===== src/rtl/knight_decoder.sv =====
// Knight-flasher LED bus decoder: locks onto the bouncing one-hot sweep and
// reports position, direction, lock status, mismatch pulses and sweep count.
module knight_decoder #(
  parameter int N  = 8,
  parameter int PW = 3,
  parameter int CW = 8
) (
  input  logic          ck,
  input  logic          res,
  input  logic [N-1:0]  in,
  input  logic          valid,
  output logic [PW-1:0] pos,
  output logic          dir,
  output logic          locked,
  output logic          err,
  output logic [CW-1:0] err_count,
  output logic [CW-1:0] sweeps
);

  typedef enum logic [1:0] {HUNT, ACQ, TRACK} state_t;

  state_t        r_state;
  logic [PW-1:0] r_pos;
  logic          r_dir;
  logic          r_locked;
  logic          r_err;
  logic [CW-1:0] r_err_count;
  logic [CW-1:0] r_sweeps;

  logic          w_seen;
  logic          w_multi;
  logic          w_onehot;
  logic [PW-1:0] w_idx;
  logic [PW:0]   w_up;
  logic [PW:0]   w_dn;
  logic          w_adj_up;
  logic          w_adj_dn;
  logic [PW-1:0] w_exp;
  logic          w_match;

  function automatic logic [CW-1:0] sat_inc(input logic [CW-1:0] v);
    return (&v) ? v : v + CW'(1);
  endfunction

  // Pattern classification: one-hot detection and index of the lit bit
  always_comb begin
    w_seen  = 1'b0;
    w_multi = 1'b0;
    w_idx   = '0;
    for (int i = 0; i < N; i++) begin
      if (in[i]) begin
        if (w_seen) w_multi = 1'b1;
        w_seen = 1'b1;
        w_idx  = PW'(i);
      end
    end
    w_onehot = w_seen & ~w_multi;
  end

  // Neighbour positions are computed one bit wider so pos+1 never aliases
  assign w_up     = {1'b0, r_pos} + (PW+1)'(1);
  assign w_dn     = {1'b0, r_pos} - (PW+1)'(1);
  assign w_adj_up = w_onehot && ({1'b0, w_idx} == w_up);
  assign w_adj_dn = w_onehot && (r_pos != '0) && (w_idx == w_dn[PW-1:0]);
  assign w_exp    = r_dir ? w_up[PW-1:0] : w_dn[PW-1:0];
  assign w_match  = (in == (N'(1) << w_exp));

  always_ff @(posedge ck) begin
    if (res) begin
      r_state     <= HUNT;
      r_pos       <= '0;
      r_dir       <= 1'b1;
      r_locked    <= 1'b0;
      r_err       <= 1'b0;
      r_err_count <= '0;
      r_sweeps    <= '0;
    end else begin
      r_err <= 1'b0;
      if (valid) begin
        case (r_state)
          HUNT: begin
            if (w_onehot) begin
              r_pos   <= w_idx;
              r_state <= ACQ;
            end
          end
          ACQ: begin
            if (!w_onehot) begin
              r_state <= HUNT;
            end else if (w_adj_up) begin
              r_pos    <= w_idx;
              r_dir    <= (w_idx != PW'(N-1));
              r_state  <= TRACK;
              r_locked <= 1'b1;
            end else if (w_adj_dn) begin
              r_pos    <= w_idx;
              r_dir    <= (w_idx == '0);
              r_state  <= TRACK;
              r_locked <= 1'b1;
            end else begin
              r_pos <= w_idx;
            end
          end
          TRACK: begin
            if (w_match) begin
              r_pos <= w_exp;
              if (w_exp == PW'(N-1)) begin
                r_dir <= 1'b0;
              end else if (w_exp == '0) begin
                r_dir    <= 1'b1;
                r_sweeps <= r_sweeps + CW'(1);
              end
            end else begin
              // Any deviation drops lock; pos/dir keep the last good step
              r_err       <= 1'b1;
              r_err_count <= sat_inc(r_err_count);
              r_state     <= HUNT;
              r_locked    <= 1'b0;
            end
          end
          default: begin
            r_state  <= HUNT;
            r_locked <= 1'b0;
          end
        endcase
      end
    end
  end

  assign pos       = r_pos;
  assign dir       = r_dir;
  assign locked    = r_locked;
  assign err       = r_err;
  assign err_count = r_err_count;
  assign sweeps    = r_sweeps;

endmodule


===== config.mk =====
export PLATFORM = sky130hd
export DESIGN_NAME = knight_decoder
export DESIGN_NICKNAME = d
export VERILOG_FILES = /design/src/rtl/knight_decoder.sv
export SDC_FILE = /design/constraint.sdc
export NUM_CORES = 1
export LEC_CHECK = 0
export ABC_AREA = 1
export CORE_MARGIN = 4
export CORE_UTILIZATION = 45
export CTS_CLUSTER_SIZE = 30
export DETAILED_ROUTE_END_ITERATION = 6
export GPL_ROUTABILITY_DRIVEN = 1
export PLACE_DENSITY = 0.74
export SLEW_MARGIN = 30
export SYNTH_ARGS = -nofsm -noshare
export SYNTH_HDL_FRONTEND = slang
export SYNTH_SLANG_ARGS = --single-unit
export TNS_END_PERCENT = 5

===== constraint.sdc =====
create_clock -name ck -period 2.96 [get_ports ck]
set_input_delay 0.888 -clock ck [delete_from_list [all_inputs] [get_ports ck]]
set_output_delay 0.888 -clock ck [all_outputs]
set_load 0.01 [all_outputs]

==> results of run 1 <==
[logic make-up (layout without fill, tap and decap cells)]
kind of cell	after synthesis	after routing
XOR/XNOR	6	6
adder cells (fa/ha/maj)	5	5
buffers and inverters	51	85
AND/OR/NAND/NOR	218	218
flip-flops	24	24
AO/OA/AOI/OAI	39	39
[state kept, by name (all words and copies together) (netlist names)]
register,flops
err_count,8
r_state,2
err,1
dir,1
pos,3
sweeps,8
locked,1
[layout by cell type (no fill, tap or decap)]
| master | instances |
|---|---|
| nand3_2 | 2 |
| nand2_4 | 1 |
| o21bai_1 | 2 |
| nand2_1 | 110 |
| a21oi_2 | 1 |
| nor2_8 | 1 |
| nor2_1 | 36 |
| inv_1 | 45 |
| nor3b_1 | 1 |
| nor3_1 | 5 |
| nor4_1 | 1 |
| dfxtp_1 | 24 |
| xor2_1 | 5 |
| a21oi_1 | 18 |
| nand2_2 | 9 |
| o31ai_1 | 1 |
| inv_2 | 3 |
| nand4_1 | 6 |
| clkdlybuf4s50_1 | 32 |
| o21ai_1 | 1 |
| buf_4 | 2 |
| nor2_4 | 3 |
| o21ai_0 | 16 |
| xnor2_1 | 1 |
| nand3_1 | 39 |
| nor2_2 | 3 |
| and3_1 | 1 |
| ha_1 | 5 |
| clkbuf_8 | 3 |
[final timing paths]
path	from	to	slack [ns]	depth (start not counted)
worst max-delay path	in[2]	pos[2]$_SDFFE_PP0P_	0.39	10
worst min-delay path	locked$_SDFFE_PP0P_	locked$_SDFFE_PP0P_	0.47	2
worst max register to register	pos[1]$_SDFFE_PP0P_	err_count[3]$_SDFFE_PP0P_	0.45	15
worst min register to register	locked$_SDFFE_PP0P_	locked$_SDFFE_PP0P_	0.47	2
[metrics by stage]
| step | hold WS (ns) | cell area, sq um | worst slack [ns] | util |
|---|---|---|---|---|
| finish | 0.472 | 2410 | 0.385 | 0.581 |
| CTS | 0.479 | 2410 | 0.419 | 0.581 |
| floorplan | 0.475 | 1990 | 0.671 | - |
| global route | 0.515 | 2410 | 0.162 | 0.581 |
| global placement | 0.463 | 2370 | 0.214 | 0.571 |
| detailed placement | 0.468 | 2370 | 0.125 | 0.571 |
[routing by layer]
layer,routed length (um),vias up,share of wire
met5,0,-,0
met4,8,0,0.0017
met3,261,2,0.056
met2,2010,47,0.43
met1,2350,930,0.51
li1,-,1158,-
[layout make-up]
class                   count  area (sq um)  area share
multi-input cells         268          1310       0.543
flip-flops and latches     24           480       0.200
repair buffers             34           335       0.139
inverters                  48           180      0.0748
well taps                  50          62.6      0.0260
clock buffers               3          41.3      0.0172
[power by group]
part	switching, W	internal (W)	total, W
logic	0.0000659	0.0000397	0.000106
clock network	0.0000971	0.0000908	0.000188
registers	0.00000196	0.000324	0.000326
[worst max-delay path, cell delays in order]
cell             delay (ns)
clkdlybuf4s50_1        0.46
nor2_1                 0.24
nand2_1                0.13
o21bai_1               0.18
nand4_1                0.19
o21ai_0                0.31
nand3_2                0.16
nand2_1                0.08
nand2_1                0.05
nor2_1                 0.09
==> results.json, run 1 <==
{
  "cp_max_fo": 5,
  "synth_top_area_cell": "dfxtp_1",
  "post_cts_buffers": 0,
  "cap_viol_max_count": 0,
  "cts_buffers": 3,
  "post_synth_fa_ha_maj_area_fraction": 0.0315,
  "ys_warn_count": 0,
  "use_met1": 0.256,
  "rsz0062_at_grt": "no",
  "fin_crit_ns": 2.57,
  "cts_root_buffer": "clkbuf_8",
  "synth.area.mux_share": 0,
  "overflow": 0,
  "ctsResizeCount": 0,
  "start_util": 0.479,
  "routedWlPerCell_um": 10.8,
  "status": "complete, no violations",
  "synth-compound-area-share": 0.104,
  "die_w_um": 74.5,
  "worstSetupEndpointType": "flip-flop",
  "cts_tree": "done",
  "skew_ns": 0.00335,
  "routed_via_density": 5.00,
  "vdd_drop_max_uv": 342,
  "finalPower_w": 0.000619,
  "synth_xor_area_frac": 0.0264,
  "ys_seq_area_frac": 0.242,
  "syn_to_final_growth_pct": 21.2,
  "grt_usage": 0.173,
  "dp.cells": 424,
  "async_flop_share": 0,
  "synth_cells": 343,
  "synthSimpleGateAreaFrac": 0.496,
  "die_area_sq_um": 5540,
  "grt.busiest_layer": "met2",
  "syn_area_sq_um": 1990,
  "setup_viol": 0,
  "avgSynthCellArea_sq_um": 5.79,
  "first_pass_iters": 4,
  "hold_viol": 0,
  "synth_top_area_frac": 0.242,
  "clk_latency_ns": 0.26,
  "die_h_um": 74.5,
  "fin_tns_setup_ns": 0,
  "max_freq_ghz": 0.388,
  "dpl.hpwl_um": 3660,
  "clock_path_buffers": 2,
  "p_per_area_nw_per_um2": 257,
  "htreeDepth": 1,
  "hold_class": "reg2reg",
  "ys_top_cells_by_count": "nand2_1, inv_1, nand3_1",
  "antenna_found_initial": 0,
  "final_cells": 427,
  "arrival_ns": 2.78,
  "grt_pass1_vias": 1806,
  "layout-drive-gt1-share": 0.0743,
  "max-slew-margin-rel": 0.699,
  "p_leak_nw": 1.09,
  "post-route-period-util": 0.870,
  "antennaDiodeCount": 0,
  "cts_sinks": 24,
  "fillCellCount": 437,
  "syn-num-nets": 359,
  "num_rows": 23,
  "via_count": 2137,
  "synth_seq_cells": 24,
  "hold_buffers": 0,
  "gp_congestion": 0.891,
  "ant_nets": 0,
  "port_buffers": 32,
  "clk_pin_slew_worst_paths_ns": 0.08,
  "startpoint_type": "input port",
  "drtIter0Drc": 99,
  "grt_pass1_wl_um": 7770,
  "core_area_sq_um": 4140,
  "gr-usage-met2": 0.271,
  "synth_edf_count": 0,
  "tightest_slew_ns": 0.447,
  "drc": 0,
  "fin_nets": 395,
  "synth_ff_type": "dfxtp_1",
  "synth.top_cells.by_area": "dfxtp_1, nand2_1, nand3_1, inv_1, nor2_1",
  "grtUsageMet3": 0.0311,
  "synthDistinctLibCells": 28,
  "yosysMostFrequentCell": "nand2_1",
  "totalWireLength_um": 4630,
  "io_pins": 33,
  "critical_path_required_ns": 3.17,
  "critical_path_class": "in2reg",
  "synth_top_family_by_area": "simple AND/OR/NAND/NOR gates",
  "grt_max_degree": 17,
  "maxSlewViolCount": 0
}
(Power assumes the default switching activity.)
==> run 2, diff against run 1 <==
==> constraint.sdc (replaced) <==
create_clock -name ck -period 2.8 [get_ports ck]
set_input_delay 0.84 -clock ck [delete_from_list [all_inputs] [get_ports ck]]
set_output_delay 0.84 -clock ck [all_outputs]
set_load 0.01 [all_outputs]
==> run 2 against run 1 <==
Effect of this change:
- sequential power up 6%
- combinational power rose by 8%
- utilization rose by 1.2 points
- sequential cell count unchanged
- die area is the same
==> results.json, run 2 (synthesis gave the netlist of run 1 again) <==
{
  "start_util": 0.479,
  "clk_pin_slew_worst_paths_ns": 0.08,
  "ant_nets": 0,
  "htreeDepth": 1,
  "cp_max_fo": 5,
  "vdd_drop_max_uv": 278,
  "num_rows": 23,
  "fin_crit_ns": 2.52,
  "worst_hold_slack_ns": 0.477,
  "worstSetupEndpointType": "flip-flop",
  "cp_slowest_cell": "clkdlybuf4s50_1",
  "path_cells": "clkdlybuf4s50_1 > nor2_1 > nand2_1 > nand3_1 > nand3_1 > nor2_1 > nand3_1 > nand3_1 > nand2_1 > o21ai_0 > nand3_1",
  "fillCellCount": 446,
  "drtIter0Drc": 106,
  "fin_tns_setup_ns": 0,
  "port_buffers": 32,
  "setup_viol": 0,
  "cts_tree": "done",
  "grt_usage": 0.178,
  "grt_pass1_wl_um": 8070,
  "antenna_found_initial": 0,
  "max-slew-margin-rel": 0.695,
  "routedWlPerCell_um": 10.8,
  "cts_root_buffer": "clkbuf_8",
  "cts_sinks": 24,
  "cap_viol_max_count": 0,
  "skew_ns": 0.00269,
  "status": "complete, no violations",
  "max_stage_delay_ns": 0.48,
  "hold_buffers": 0,
  "hold_viol": 0,
  "p_leak_nw": 1.11,
  "layout_setup_ws_ns": 0.279,
  "dpl.hpwl_um": 3670,
  "routed_via_density": 5.03,
  "multi_input_area_sq_um": 1320,
  "r2r-start": "pos[1]$_SDFFE_PP0P_",
  "grt_max_degree": 17,
  "max_freq_ghz": 0.397,
  "totalWireLength_um": 4660,
  "drc": 0,
  "rsz0062_at_grt": "no",
  "mostFrequentLayoutCells": "nand2_1, inv_1, nand3_1",
  "antennaDiodeCount": 0,
  "critical_path_required_ns": 2.94,
  "fin_nets": 398,
  "layout-drive-gt1-share": 0.0866,
  "clk_latency_ns": 0.26,
  "io_pins": 33,
  "core_area_sq_um": 4140,
  "cts_buffers": 3,
  "gp_congestion": 0.875,
  "finalPower_w": 0.000694,
  "seq_area_sq_um": 480,
  "post-route-period-util": 0.900,
  "dp.cells": 427,
  "final_common_cell": "nand2_1",
  "grt_pass1_vias": 1876,
  "place_ws_ns": 0.0280,
  "crit_path_start": "in[7]",
  "hold_class": "reg2reg",
  "syn_to_final_growth_pct": 23.6,
  "clock_path_buffers": 2,
  "via_count": 2170,
  "die_h_um": 74.5,
  "critical_path_class": "in2reg",
  "p_per_area_nw_per_um2": 283,
  "arrival_ns": 2.66,
  "critPathMostFrequentCell": "nand3_1",
  "die_area_sq_um": 5540,
  "tightest_slew_ns": 0.453,
  "overflow": 0,
  "first_pass_iters": 4,
  "final_cells": 431,
  "maxSlewViolCount": 0,
  "die_w_um": 74.5,
  "hold_start": "sweeps[7]$_SDFFE_PP0P_",
  "startpoint_type": "input port"
}
run 2: changes by cell type in the layout (fill, tap and decap cells not counted):
cell      previous run  this run
buf_4                2         5
nor2_4               3         5
clkbuf_8             3         4
nor2_1              36        35
nor2_2               3         2
run 2: layer usage:
layer | GRT usage | wire (um)
met2 | 0.278 | 2040
met1 | 0.267 | 2420
met4 | 0.0178 | 0
met5 | 0 | 0
met3 | 0.0297 | 201
run 2: area by class of cell:
cell class	count	area share
Clock buffer	4	0.0224
Inverter	48	0.0734
Multi-Input combinational cell	268	0.537
Sequential cell	24	0.196
Tap cell	50	0.0255
Timing Repair Buffer	37	0.146
run 2: where the power goes:
group / switching, W / internal, W / leakage (nW)
Clock: 0.000109 / 0.000125 / 0.0288
Combinational: 0.0000711 / 0.0000437 / 0.892
Sequential: 0.00000217 / 0.000342 / 0.193
Total: 0.000183 / 0.000512 / 1.11
run 2: repair_timing:
action / in CTS / in global routing
resized for setup: 0 / 3
endpoints found under the setup margin: 0 / 4
buffers inserted: 0 / 0
run 2: path summary, 6_finish.rpt:
check / end / slack (ns) / cells after the start
max: dir$_SDFFE_PP1P_ / 0.28 / 11
min: sweeps[7]$_SDFFE_PP0P_ / 0.48 / 2
max reg2reg: err_count[3]$_SDFFE_PP0P_ / 0.33 / 17
min reg2reg: sweeps[7]$_SDFFE_PP0P_ / 0.48 / 2
run 2: critical path, delay by kind of cell:
kind	cells	cell delay, ns
and+or+nand+nor	9	1.15
buffers and inverters	1	0.48
AOI/OAI and AO/OA	1	0.17
run 2: metrics by stage:
step	area [sq um]	utilization
finish	2460	0.593
global route	2460	0.593
CTS	2440	0.590
detailed placement	2390	0.576
global placement	2390	0.576
floorplan	1990	-
==> run 3, diff against run 2 <==
--- a/config.mk
+++ b/config.mk
@@ -10,9 +10,9 @@
 export CORE_UTILIZATION = 45
 export CTS_CLUSTER_SIZE = 30
 export DETAILED_ROUTE_END_ITERATION = 6
+export DONT_BUFFER_PORTS = 1
 export GPL_ROUTABILITY_DRIVEN = 1
-export PLACE_DENSITY = 0.74
-export SLEW_MARGIN = 30
+export PLACE_DENSITY = 0.65
 export SYNTH_ARGS = -nofsm -noshare
 export SYNTH_HDL_FRONTEND = slang
 export SYNTH_SLANG_ARGS = --single-unit
==> run 3 against run 2 <==
Effect of this change:
- non-clock buffer count down 36
- die area unchanged
- critical endpoint unchanged
- clock power down 17%
- worst hold slack better by 0.033 ns
- final area down 15%
- critical path depth up 4
- sequential cell count unchanged
- first-iteration DRC count down 17%
- global-route usage up 0.55 points
- count of clock-buffer cells in the layout down 1
==> results.json, run 3 (synthesis gave the netlist of run 1 again) <==
{
  "status": "complete, no violations",
  "htreeDepth": 1,
  "antenna_found_initial": 0,
  "cp_max_fo": 6,
  "routedWlPerCell_um": 11.9,
  "totalWireLength_um": 4690,
  "cts_buffers": 3,
  "via_count": 1990,
  "seq_area_sq_um": 480,
  "skew_ns": 0.00297,
  "cts_sinks": 24,
  "grt_pass1_vias": 1770,
  "post-route-period-util": 0.882,
  "overflow": 0,
  "final_area_sq_um": 2080,
  "critical_path_required_ns": 2.93,
  "reg2reg_slack_ns": 0.33,
  "fin_nets": 362,
  "num_rows": 23,
  "holdPathEnd": "locked$_SDFFE_PP0P_",
  "layout-drive-gt1-share": 0.0843,
  "die_h_um": 74.5,
  "worst_hold_slack_ns": 0.510,
  "grt_usage": 0.184,
  "reg2reg_to": "dir$_SDFFE_PP1P_",
  "r2r-start": "pos[1]$_SDFFE_PP0P_",
  "tightest_slew_ns": 0.464,
  "ant_nets": 0,
  "port_buffers": 0,
  "fillCellCount": 448,
  "antennaDiodeCount": 0,
  "fin_tns_setup_ns": 0,
  "setup_viol": 0,
  "core_area_sq_um": 4140,
  "first_pass_iters": 4,
  "cap_viol_max_count": 0,
  "cp_slowest_cell": "dfxtp_1",
  "io_pins": 33,
  "place_ws_ns": 0.282,
  "drtIter0Drc": 88,
  "multi_input_area_sq_um": 1310,
  "hold_buffers": 0,
  "place_area_sq_um": 2040,
  "mostFrequentLayoutCells": "nand2_1, inv_1, nand3_1",
  "arrival_ns": 2.60,
  "cts_root_buffer": "clkbuf_8",
  "max_stage_delay_ns": 0.43,
  "rsz0062_at_grt": "no",
  "p_per_area_nw_per_um2": 301,
  "dp.cells": 391,
  "die_w_um": 74.5,
  "final_common_cell": "nand2_1",
  "fin_crit_ns": 2.47,
  "reg2regPathDepth": 15,
  "max_freq_ghz": 0.405,
  "maxSlewViolCount": 0,
  "critical_path_class": "reg2reg",
  "routed_via_density": 5.05,
  "startpoint_type": "flip-flop",
  "gp_congestion": 0.866,
  "layout_setup_ws_ns": 0.330,
  "hold_start": "locked$_SDFFE_PP0P_",
  "die_area_sq_um": 5540,
  "final_cells": 394,
  "worstSetupEndpointType": "flip-flop",
  "grt_max_degree": 17,
  "grt_pass1_wl_um": 8140,
  "clk_pin_slew_worst_paths_ns": 0.08,
  "max-slew-margin-rel": 0.690,
  "cts_tree": "done",
  "hold_viol": 0,
  "path_cells": "inv_1 > ha_1 > inv_1 > nand2_1 > nand2_1 > nor2_2 > nand3_1 > nand2_1 > nand2_1 > nor2_1 > nand2_1 > nand2_1 > nand2_1 > o21ai_0 > nand3_1",
  "dpl.hpwl_um": 3790,
  "drc": 0,
  "clock_path_buffers": 2,
  "worstHoldPathCells": 2,
  "crit_path_start": "pos[1]$_SDFFE_PP0P_",
  "critPathMostFrequentCell": "nand2_1",
  "start_util": 0.479,
  "vdd_drop_max_uv": 248,
  "p_leak_nw": 0.974,
  "hold_class": "reg2reg",
  "syn_to_final_growth_pct": 4.91,
  "clk_latency_ns": 0.26
}
run 3: changes by cell type in the layout (fill, tap and decap cells not counted), moves of 2 or more:
cell | previous run | this run
clkdlybuf4s50_1 | 32 | 0
buf_4 | 5 | 1
nor2_2 | 2 | 4
nor2_4 | 5 | 3
run 3: through the flow:
stage / utilization / power [W]
6_report: 0.503 / 0.000627
5_1_grt: 0.503 / 0.000666
4_1_cts: 0.502 / 0.000640
3_5_place_dp: 0.492 / 0.000441
3_3_place_gp: 0.492 / 0.000439
2_1_floorplan: - / 0.000427
run 3: final cells by class:
cell class,count,area share
timing repair buffer,1,0.00360
clock buffer,3,0.0198
sequential,24,0.230
multi-input combinational,268,0.630
inverter,48,0.0864
tap,50,0.0300
run 3: what timing repair did:
action,CTS,global route
setup buffers,0,0
gates resized for setup,0,2
endpoints found under the setup margin,0,2
run 3: worst max-delay path by stage:
stage                                 to  slack (ns)  cells after the start
3_3_place_gp   err_count[3]$_SDFFE_PP0P_        0.29                     17
2_1_floorplan     sweeps[3]$_SDFFE_PP0P_        0.51                     15
5_1_grt              pos[1]$_SDFFE_PP0P_       0.002                     18
4_1_cts        err_count[3]$_SDFFE_PP0P_        0.26                     17
6_report                dir$_SDFFE_PP1P_        0.33                     15
3_5_place_dp   err_count[3]$_SDFFE_PP0P_        0.28                     17
run 3: critical path, delay by kind of cell, from the launching register on:
family,cells,cell delay (ns)
adder cells (fa/ha/maj),1,0.34
AO/OA/AOI/OAI,1,0.14
AND/OR/NAND/NOR,11,1.25
buffers and inverters,2,0.19
flip-flops,1,0.43
run 3: where the power goes:
part / total, W / switching [W] / internal [W]
logic: 0.0000878 / 0.0000598 / 0.0000280
clock network: 0.000194 / 0.0000983 / 0.0000960
registers: 0.000345 / 0.00000257 / 0.000342
run 3: metal layers:
metal | vias to the layer above | GRT usage | wire length (um)
met3 | 2 | 0.0419 | 308
met1 | 866 | 0.279 | 2280
li1 | 1090 | - | -
met4 | 0 | 0.0316 | 15
met2 | 32 | 0.267 | 2090
met5 | - | 0 | 0
==> variant: new RTL, config.mk and constraints of run 1 <==
Put one more register stage on the output `err_count`. The value now appears one clock later. The other outputs are not delayed to match.
--- a/src/rtl/knight_decoder.sv
+++ b/src/rtl/knight_decoder.sv
@@ -131,7 +131,9 @@
   assign dir       = r_dir;
   assign locked    = r_locked;
   assign err       = r_err;
-  assign err_count = r_err_count;
+  always_ff @(posedge ck) begin
+    err_count <= r_err_count;
+  end
   assign sweeps    = r_sweeps;
 
 endmodule
Function: changed (a bounded check fails within 4 cycles, from zero or initial values).
==> variant against run 1 <==
- sequential cell count rose by 8
- die area rose by 16%
- synthesized area rose by 18%
- critical endpoint is now r_state[0]
- utilization rose by 0.57 points
- design area rose by 19%
- critical path type unchanged
- worst hold slack got worse by 0.073 ns
- wire length rose by 13%
- cell count rose by 11%
- synthesized cell count rose by 6.1%
- highest routed layer unchanged
- worst setup slack got worse by 0.092 ns
- sequential share of layout area rose by 2.4 points
- maximum frequency fell by 3.5%
Power is not compared: it rests on default switching activity, and its combinational part moved more than twofold at a synthesized area within 25%.
==> variant: results <==
metrics = {
    "status": {
        "status": "complete, no violations",
    },
    "timing": {
        "slew_headroom": 0.657,
        "fin_skew_ns": 0.00399,
        "final.setup.tns_ns": 0,
    },
    "yosys": {
        "synth_fp_nets": 380,
        "synthTopCellsByCount": "nand2_1 (109), nand3_1 (44), inv_1 (39)",
        "synth_top_area_frac": 0.274,
        "async_flop_share": 0,
        "yosys-top-cells-area": "dfxtp_1 (27%), nand2_1 (18%), nand3_1 (9.4%)",
        "synth_cell_type_count": 27,
        "ys_seq_area_frac": 0.274,
    },
    "critical_path": {
        "critPathMaxStageDelay_ns": 0.46,
        "crit_arrival_ns": 2.85,
        "rrSetupSlack_ns": 0.56,
        "cp_top_family": "simple AND/OR/NAND/NOR gates",
        "reg2reg_depth": 13,
    },
    "final_layout": {
        "n_antenna_cell": 0,
        "drive_gt1_frac": 0.175,
        "layout.nets": 420,
    },
    "clock_network": {
        "clk_pin_slew_worst_paths_ns": 0.07,
        "cts_max_path_buffers": 2,
        "cts_root_buf": "clkbuf_8",
        "clock_latency_ns": 0.28,
        "numCtsBuffers": 5,
        "postCtsHoldBufs": 0,
        "ctsHtreeMaxLevel": 2,
    },
    "drt": {
        "vias_per_cell": 4.89,
        "drt_pass1_iterations": 4,
        "wl_per_cell_um": 11.1,
        "first_iter_violations": 105,
    },
    "placed_design": {
        "place_congestion": 0.886,
        "hpwl_mm": 4.08,
        "postPlaceCellArea_um2": 2760,
        "port_buffers": 32,
    },
    "global_route": {
        "grt_usage": 0.175,
        "grt_pass1_wl_mm": 8.91,
        "grt_pass1_vias": 2083,
        "grt_max_degree": 15,
    },
    "worst_hold_path": {
        "hp-class": "flop to flop",
        "whs_path_depth": 0,
    },
    "pwr": {
        "leakage_nw": 1.31,
    },
}
## variant: logic make-up after synthesis
family	after synthesis	synth area share
AND/OR/NAND/NOR	246	0.529
flip-flops	32	0.274
AO/OA/AOI/OAI	25	0.0675
XOR/XNOR	6	0.0225
adder cells (fa/ha/maj)	5	0.0268
buffers and inverters	50	0.0803
## variant: metrics by stage
step	setup slack (ns)	hold slack (ns)	std cells	power, W
6_report	0.293	0.399	472	0.00108
5_1_grt	0.112	0.411	472	0.00114
4_1_cts	0.332	0.401	472	0.00109
3_5_place_dp	0.0285	0.393	464	0.000678
3_3_place_gp	0.114	0.400	464	0.000674
2_1_floorplan	0.633	0.378	364	0.000614
## variant: path summary, 6_finish.rpt
path	startpoint	to
max	in[2]	r_state[0]
min	r_err_count[1]	err_count[1]
max reg2reg	pos[1]	sweeps[2]
min reg2reg	r_err_count[1]	err_count[1]
## variant: layer usage
metal / wire length, µm / share of wire / track usage / up-vias
li1: - / - / - / 1243
met1: 2520 / 0.48 / 0.220 / 1027
met2: 2490 / 0.47 / 0.293 / 36
met3: 216 / 0.041 / 0.0538 / 2
met4: 19 / 0.0036 / 0.0372 / 0
met5: 0 / 0 / 0 / -
## variant: final cells by class
class	instances	area (µm²)
Inverter	48	180
Timing Repair Buffer	35	343
Clock buffer	6	72.6
Fill cell	493	2020
Clock inverter	2	35.0
Sequential cell	32	641
Tap cell	67	83.8
Multi-Input combinational cell	282	1510
## variant: power by group through the flow
stage | Clock, W | Combinational, W | Sequential, W
after floorplan | 0 | 0.000156 | 0.000458
after global placement | 0 | 0.000218 | 0.000456
after detailed placement | 0 | 0.000222 | 0.000456
after CTS | 0.000422 | 0.000223 | 0.000447
after global routing | 0.000448 | 0.000248 | 0.000448
final | 0.000410 | 0.000222 | 0.000447
